**config.mk**
```make
export PLATFORM = sky130hd
export DESIGN_NAME = pipe_hazard_ctrl
export DESIGN_NICKNAME = d
export VERILOG_FILES = /design/src/rtl/pipe_ctrl_pkg.sv /design/src/rtl/hazard_prio_therm.sv /design/src/rtl/pipe_hazard_ctrl.sv
export SDC_FILE = /design/constraint.sdc
export NUM_CORES = 1
export LEC_CHECK = 0
export BUFFER_PORTS_ARGS = -buffer_cell sky130_fd_sc_hd__buf_2
export CAP_MARGIN = 40
export CELL_PAD_IN_SITES_DETAIL_PLACEMENT = 1
export CELL_PAD_IN_SITES_GLOBAL_PLACEMENT = 1
export CORE_MARGIN = 5
export CORE_UTILIZATION = 40
export CTS_CLUSTER_DIAMETER = 200
export DETAILED_ROUTE_END_ITERATION = 12
export MAX_ROUTING_LAYER = met4
export PLACE_DENSITY = 0.83
export SETUP_SLACK_MARGIN = 0.4
export SLEW_MARGIN = 20
export SYNTH_ARGS = -nofsm -noshare
export SYNTH_HDL_FRONTEND = slang
export SYNTH_SLANG_ARGS = --single-unit
```
**constraint.sdc**
```tcl
create_clock -name clk -period 3 [get_ports clk]
set_input_delay 0.9 -clock clk [delete_from_list [all_inputs] [get_ports clk]]
set_output_delay 0.9 -clock clk [all_outputs]
set_load 0.02 [all_outputs]
```
**src/rtl/pipe_ctrl_pkg.sv**
```systemverilog
// -----------------------------------------------------------------------------
// pipe_ctrl_pkg
//   Shared definitions for the pipeline stall/flush controller.
//   - NSTAGE_DEF  : default number of pipeline-register stages
//   - stall_vec_t : stall / stop-request vector for the default pipe depth
//   - STOP/NOSTOP : encoding of a single stop-request / stall bit
//   - stage_idx_e : default stage indices (bit 0 is the front of the pipe)
//   - FCNT_W      : width of the flush-window down-counter
//   - flush_load(): value loaded into the flush counter on a flush event
// -----------------------------------------------------------------------------
package pipe_ctrl_pkg;

  localparam int NSTAGE_DEF = 6;

  typedef logic [NSTAGE_DEF-1:0] stall_vec_t;

  localparam logic STOP   = 1'b1;
  localparam logic NOSTOP = 1'b0;

  typedef enum logic [2:0] {
    STG_WB  = 3'd0,
    STG_IF  = 3'd1,
    STG_ID  = 3'd2,
    STG_EX  = 3'd3,
    STG_MEM = 3'd4,
    STG_PC  = 3'd5
  } stage_idx_e;

  localparam int FCNT_W = 4;

  // The cycle carrying flush_i already drives flush_o, so the counter only
  // has to cover the remaining hold-1 cycles.
  function automatic logic [FCNT_W-1:0] flush_load(input int hold);
    return FCNT_W'(hold - 1);
  endfunction

endpackage

```
**src/rtl/hazard_prio_therm.sv**
```systemverilog
// -----------------------------------------------------------------------------
// hazard_prio_therm
//   Purely combinational priority / thermometer encoder. The deepest stage
//   requesting a stop wins: every stage at or below it is stalled and its
//   index is reported.
//   Ports:
//     stop_req  in  [NSTAGE-1:0]         per-stage stop requests
//     stall     out [NSTAGE-1:0]         thermometer stall vector
//     stall_src out [$clog2(NSTAGE)-1:0] index of the winning requester
// -----------------------------------------------------------------------------
module hazard_prio_therm
  import pipe_ctrl_pkg::*;
#(
  parameter int NSTAGE = NSTAGE_DEF
) (
  input  logic [NSTAGE-1:0]         stop_req,
  output logic [NSTAGE-1:0]         stall,
  output logic [$clog2(NSTAGE)-1:0] stall_src
);

  localparam int SRC_W = $clog2(NSTAGE);

  always_comb begin
    logic hit;
    // NOTE: every variable written here gets a default first, so no path
    // through the block leaves one unassigned and no latch is inferred.
    hit       = NOSTOP;
    stall     = '0;
    stall_src = '0;
    // Scan from the deepest stage towards the front: the first request seen
    // fixes stall_src, and every shallower stage inherits the stall.
    for (int j = NSTAGE - 1; j >= 0; j--) begin
      if (stop_req[j] == STOP && hit == NOSTOP) begin
        stall_src = SRC_W'(j);
      end
      if (stop_req[j] == STOP) begin
        hit = STOP;
      end
      stall[j] = hit;
    end
  end

endmodule

```
**src/rtl/pipe_hazard_ctrl.sv**
```systemverilog
// -----------------------------------------------------------------------------
// pipe_hazard_ctrl
//   Central stall/flush arbiter for an in-order pipeline of NSTAGE stages.
//   - Deepest stop requester wins; stall is a thermometer vector.
//   - A flush_i pulse opens a flush window of FLUSH_HOLD cycles; a new pulse
//     inside the window reloads it (no stacking). Flush overrides stalls.
//   - Saturating counters of stall cycles and flush cycles, cleared by cnt_clr.
//   Optional feature (macro STALL_WATCHDOG_EN): sticky wd_timeout once stall
//   has been held for WD_LIMIT consecutive cycles.
//   Ports:
//     clk          in   clock, rising edge
//     rst          in   asynchronous reset, active-low
//     stop_req     in   [NSTAGE-1:0] per-stage stop requests (bit 0 = front)
//     flush_i      in   flush request pulse
//     cnt_clr      in   synchronous clear of both performance counters
//     stall        out  [NSTAGE-1:0] thermometer stall vector
//     flush_o      out  flush all pipeline registers (zero latency)
//     flush_busy   out  flush window open beyond the current cycle
//     stall_src    out  [$clog2(NSTAGE)-1:0] winning requester, 0 when idle
//     stall_cycles out  [CNT_W-1:0] cycles with stall != 0
//     flush_cycles out  [CNT_W-1:0] cycles with flush_o = 1
//     wd_timeout   out  sticky watchdog flag (STALL_WATCHDOG_EN only)
// -----------------------------------------------------------------------------
module pipe_hazard_ctrl
  import pipe_ctrl_pkg::*;
#(
  parameter int NSTAGE     = NSTAGE_DEF,
  parameter int FLUSH_HOLD = 2,
  parameter int CNT_W      = 32
`ifdef STALL_WATCHDOG_EN
  ,
  parameter int WD_LIMIT   = 1024
`endif
) (
  input  logic                      clk,
  input  logic                      rst,
  input  logic [NSTAGE-1:0]         stop_req,
  input  logic                      flush_i,
  input  logic                      cnt_clr,
  output logic [NSTAGE-1:0]         stall,
  output logic                      flush_o,
  output logic                      flush_busy,
  output logic [$clog2(NSTAGE)-1:0] stall_src,
  output logic [CNT_W-1:0]          stall_cycles,
  output logic [CNT_W-1:0]          flush_cycles
`ifdef STALL_WATCHDOG_EN
  ,
  output logic                      wd_timeout
`endif
);

  localparam logic [FCNT_W-1:0] FLUSH_LOAD = flush_load(FLUSH_HOLD);
  localparam logic [CNT_W-1:0]  CNT_MAX    = '1;

  logic [FCNT_W-1:0]         fcnt_q, fcnt_d;
  logic [CNT_W-1:0]          stall_cycles_q, stall_cycles_d;
  logic [CNT_W-1:0]          flush_cycles_q, flush_cycles_d;
  logic [NSTAGE-1:0]         therm_stall;
  logic [$clog2(NSTAGE)-1:0] therm_src;
  logic                      fwin;

  hazard_prio_therm #(
    .NSTAGE (NSTAGE)
  ) u_prio (
    .stop_req  (stop_req),
    .stall     (therm_stall),
    .stall_src (therm_src)
  );

  assign fwin = (fcnt_q != '0);

  // Output decode. The combinational outputs are gated by rst so that they
  // read idle while reset is held, regardless of stop_req / flush_i.
  always_comb begin
    flush_o    = rst & (flush_i | fwin);
    // fcnt_q is held at 0 during reset, so no extra gating is needed here.
    flush_busy = fwin;
    if (!rst || flush_o) begin
      stall     = '0;
      stall_src = '0;
    end else begin
      stall     = therm_stall;
      stall_src = therm_src;
    end
  end

  // Flush window: a new request always reloads, so windows extend rather
  // than accumulate.
  always_comb begin
    fcnt_d = fcnt_q;
    if (flush_i) begin
      fcnt_d = FLUSH_LOAD;
    end else if (fwin) begin
      fcnt_d = fcnt_q - 1'b1;
    end
  end

  // Saturating performance counters; clear beats increment.
  always_comb begin
    stall_cycles_d = stall_cycles_q;
    flush_cycles_d = flush_cycles_q;
    if (cnt_clr) begin
      stall_cycles_d = '0;
      flush_cycles_d = '0;
    end else begin
      if (stall != '0 && stall_cycles_q != CNT_MAX) begin
        stall_cycles_d = stall_cycles_q + 1'b1;
      end
      if (flush_o && flush_cycles_q != CNT_MAX) begin
        flush_cycles_d = flush_cycles_q + 1'b1;
      end
    end
  end

  always_ff @(posedge clk or negedge rst) begin
    if (!rst) begin
      fcnt_q         <= '0;
      stall_cycles_q <= '0;
      flush_cycles_q <= '0;
    end else begin
      // NOTE: state is updated with non-blocking assignments so every flop
      // samples the values from before this edge, independent of order.
      fcnt_q         <= fcnt_d;
      stall_cycles_q <= stall_cycles_d;
      flush_cycles_q <= flush_cycles_d;
    end
  end

  assign stall_cycles = stall_cycles_q;
  assign flush_cycles = flush_cycles_q;

`ifdef STALL_WATCHDOG_EN
  // Watchdog: counts consecutive stalled cycles and saturates at WD_LIMIT.
  localparam int             WD_W   = $clog2(WD_LIMIT + 1);
  localparam logic [WD_W-1:0] WD_MAX = WD_W'(WD_LIMIT);

  logic [WD_W-1:0] wd_cnt_q, wd_cnt_d;
  logic            wd_q, wd_d;

  always_comb begin
    wd_cnt_d = wd_cnt_q;
    wd_d     = wd_q;
    if (cnt_clr) begin
      wd_cnt_d = '0;
      wd_d     = 1'b0;
    end else begin
      if (stall == '0 || flush_o) begin
        wd_cnt_d = '0;
      end else if (wd_cnt_q != WD_MAX) begin
        wd_cnt_d = wd_cnt_q + 1'b1;
      end
      // Sticky: once the limit is reached only reset or cnt_clr clears it.
      if (wd_cnt_d == WD_MAX) begin
        wd_d = 1'b1;
      end
    end
  end

  always_ff @(posedge clk or negedge rst) begin
    if (!rst) begin
      wd_cnt_q <= '0;
      wd_q     <= 1'b0;
    end else begin
      wd_cnt_q <= wd_cnt_d;
      wd_q     <= wd_d;
    end
  end

  assign wd_timeout = wd_q;
`endif

endmodule

```
==> summary.md <==
| Metric | Value |
|---|---|
| Worst R2R Start | `fcnt_q[1]$_DFFE_PN0P_` |
| Setup Viol. Count Final | `10` |
| Hold_buf cts | `0` |
| Wirelength per Cell | `21.4 microns` |
| Fin. Hold Viols | `0` |
| Synth Net Count | `451` |
| Cell Int Power | `1.61 mW` |
| Area growth syn-to-layout | `41.5%` |
| Syn avg cell area | `8.87 sq um` |
| Worst flop-to-flop path endpoint | `stall_cycles[14]$_DFFE_PN0P_` |
| Worst EP required | `2.10 ns` |
| Distinct cell type count after synthesis | `41` |
| Pwr Density | `421 mW/mm^2` |
| Total Power | `2.31 mW` |
| IO Port Bufs | `84` |
| Worst R2R Setup Slack | `0.08 ns` |
| Layout Skew | `0.0104 ns` |
| Tmin final | `3.06 ns` |
| WP buf/inv | `4` |
| NetSw | `0.702 mW` |
| Peak Freq | `326 MHz` |
| Synth area leader | `dfrtp_1` |
| Critical path peak fanout | `3` |
| Post-Syn Instances | `438` |
| Setup tns final | `-0.310 ns` |
| Final worst path period share | `102%` |
| Sequential fraction of the synthesis area | `43.8%` |
| Net Sw Frac | `30.4%` |
| Critical Path Most Common Cell | `buf_6` |
| Antenna Violating Nets Remaining | `0` |
| Worst r2r path cells | `12` |
| DIE HEIGHT | `109 microns` |
| Vias | `4,272` |
| Failing checks | `negative setup slack` |
| # DRC | `0` |
| GRT Util Overall | `22.6%` |
| Hold WC Path Type | `in -> async` |
| Post-synth EDFFs | `0` |
| Worst slew pin tran | `0.799 ns` |
| Combinational share of power | `25.4%` |
| Leakage | `2.31 nW` |
| CTS tree | `built` |
| GPL Wtd Cong | `0.810` |
| Synth area leaders | `dfrtp_1 (44%), a21oi_1 (5.7%), or4_1 (4.3%)` |
| Post-Syn Area | `0.00388 sq mm` |
| CP Cell Sequence | `inv_2 > ha_4 > or3b_4 > buf_6 > buf_6 > a2111oi_4 > buf_4` |
| CTS Buf Count | `9` |
| Slowest-stage cell, CP | `dfrtp_1` |
| # Max-Cap Violations | `0` |
| Crit-path max cell delay | `0.43 ns` |
| H-tree depth | `3` |
| Boundary Pins | `85` |
| Fraction of registers with async set/reset | `100%` |
| Ys flop type | `dfrtp_1` |
| 1st-iter DRT viols | `205` |
| Worst skew pair latency | `0.35 ns` |
| Worst Setup Path Type | `reg -> out` |
| Vias in the first global route | `4,163` |
| Most frequent cells after synthesis | `dfrtp_1 (68), a21oi_1 (44), nor2_1 (37)` |
| Row count | `36` |
| Worst Setup End Kind | `output port` |
| DP HPWL | `8370 microns` |
| Clk pwr share | `32.6%` |
| Vias per std cell | `6.14` |
| Initial Util | `40.3%` |
| Slew Limit Fails | `0` |
| Most common cell in the synthesized netlist | `dfrtp_1` |
| Cell family with most CP delay | `buffers and inverters` |
| CP arrival | `2.16 ns` |
| RSZ-0062 raised after global routing | `yes` |
| DRT Pass-1 Iters | `5` |
| Status | `finished with violations` |
| Grt total ovfl | `0` |
| First-pass GRT wire length | `20,900 microns` |
| Clock sinks | `68` |
| Slew HR | `46.6%` |
| Max clock buf depth | `2` |
| CTS root buffer | `clkbuf_8` |
| Clock transition at path regs | `0.08 ns` |
| Initial antenna violation count | `0` |
| Synth warnings | `0` |
| Final nets | `572` |
| Die ar. | `0.0118 sq mm` |
| Largest net degree at the start of global routing | `54` |
| CORE AREA | `0.00964 sq mm` |
| #FFs+latches synth | `68` |
| N_diodes | `0` |
| Die W | `109 microns` |
| Share of layout cells above drive strength 1 | `39.6%` |
| Worst setup margin | `-0.0638 ns` |
| Share of the synthesized area in the top cell type | `43.8%` |
| Maximum VDD drop | `213 uV` |
| Nature of the critical path startpoint | `register` |
| Final WL | `14,900 microns` |
| Sequential fraction of design power | `42.0%` |
cells by family (layout without fill, tap and decap cells):
kind of cell	after synthesis	in the layout	share of synthesized area, %
adder cells (fa/ha/maj)	3	3	0.967
flip-flops	68	68	43.8
multiplexers	15	15	4.28
XOR/XNOR	4	4	0.902
AO/OA/AOI/OAI	106	106	16.8
buffers and inverters	35	159	3.45
AND/OR/NAND/NOR	207	208	29.8
sequential cells by signal, indices dropped and copies added (netlist names):
name	cells
stall_cycles	32
flush_cycles	32
fcnt_q	4
power groups by stage:
stage          logic (mW)  clock network, mW  registers, mW
2_1_floorplan       0.215                  0          0.986
3_3_place_gp        0.317                  0          0.982
3_5_place_dp        0.342                  0          0.985
4_1_cts             0.459              0.756          0.967
5_1_grt             0.625              0.810          0.975
6_report            0.587              0.754          0.971
how the worst max path moves through the flow:
stage / from / cells past startpoint / endpoint
2_1_floorplan: fcnt_q[0]$_DFFE_PN0P_ / 7 / stall[1]
3_3_place_gp: flush_i / 5 / stall[1]
3_5_place_dp: fcnt_q[1]$_DFFE_PN0P_ / 6 / flush_o
4_1_cts: fcnt_q[1]$_DFFE_PN0P_ / 7 / stall_src[0]
5_1_grt: fcnt_q[1]$_DFFE_PN0P_ / 7 / stall[0]
6_report: fcnt_q[1]$_DFFE_PN0P_ / 7 / stall[0]
metrics by stage:
stage | area (sq um) | std cells | hold slack (ns) | util (%) | worst slack [ns]
final | 5500 | 696 | 0.585 | 57.0 | -0.0638
after CTS | 5080 | 676 | 0.559 | 52.8 | -0.0229
after global placement | 4620 | 653 | 0.525 | 48.0 | 0.183
after floorplan | 3990 | 438 | 0.507 | - | 0.276
after global routing | 5500 | 696 | 0.572 | 57.0 | -0.114
after detailed placement | 4650 | 654 | 0.552 | 48.3 | 0.166
metal layers:
metal  share of wire, %  vias up  global-route usage (%)  routed length, microns
li1                   -     1905                       -                       -
met1                 41     2148                    28.0                    6090
met2                 51      190                    38.3                    7550
met3                6.4       29                    4.00                     950
met4                2.3        0                    5.68                     340
met5                  0        -                       -                       0
placed cells by master, fill, tap and decap left out, drive strengths merged, types with 2 or more instances in the layout:
cell / netlist / final
nor3: 11 / 11
o41ai: 2 / 2
nand4: 19 / 20
buf: 2 / 127
o21ba: 2 / 2
o211ai: 2 / 2
nor4b: 2 / 2
o31a: 2 / 2
and3: 9 / 9
mux2i: 2 / 2
o31ai: 20 / 20
clkbuf: 16 / 14
mux2: 13 / 13
ha: 3 / 3
dfrtp: 68 / 68
and4: 4 / 4
a211oi: 2 / 2
nor2: 37 / 37
nand2: 23 / 23
nand3: 24 / 24
or4: 22 / 22
inv: 17 / 17
a21oi: 44 / 44
nor4: 13 / 13
o21bai: 2 / 2
xor2: 2 / 2
or3: 24 / 24
o21ai: 26 / 26
xnor2: 2 / 2
nor2b: 13 / 13
layout make-up:
| cell class | count | area [sq um] |
|---|---|---|
| tap | 133 | 166 |
| inverter | 17 | 63.8 |
| multi-input combinational | 336 | 2460 |
| clock buffer | 14 | 183 |
| clock inverter | 1 | 5.00 |
| sequential | 68 | 1700 |
| timing repair buffer | 127 | 915 |
| fill | 1145 | 4140 |
what timing repair did:
item	in CTS	in global routing
resized for setup	48	57
gates cloned	0	2
endpoints found under the setup margin	21	38
buffers inserted	7	17
pin swaps	10	40
Note: power is estimated with default switching activity, not from simulation.
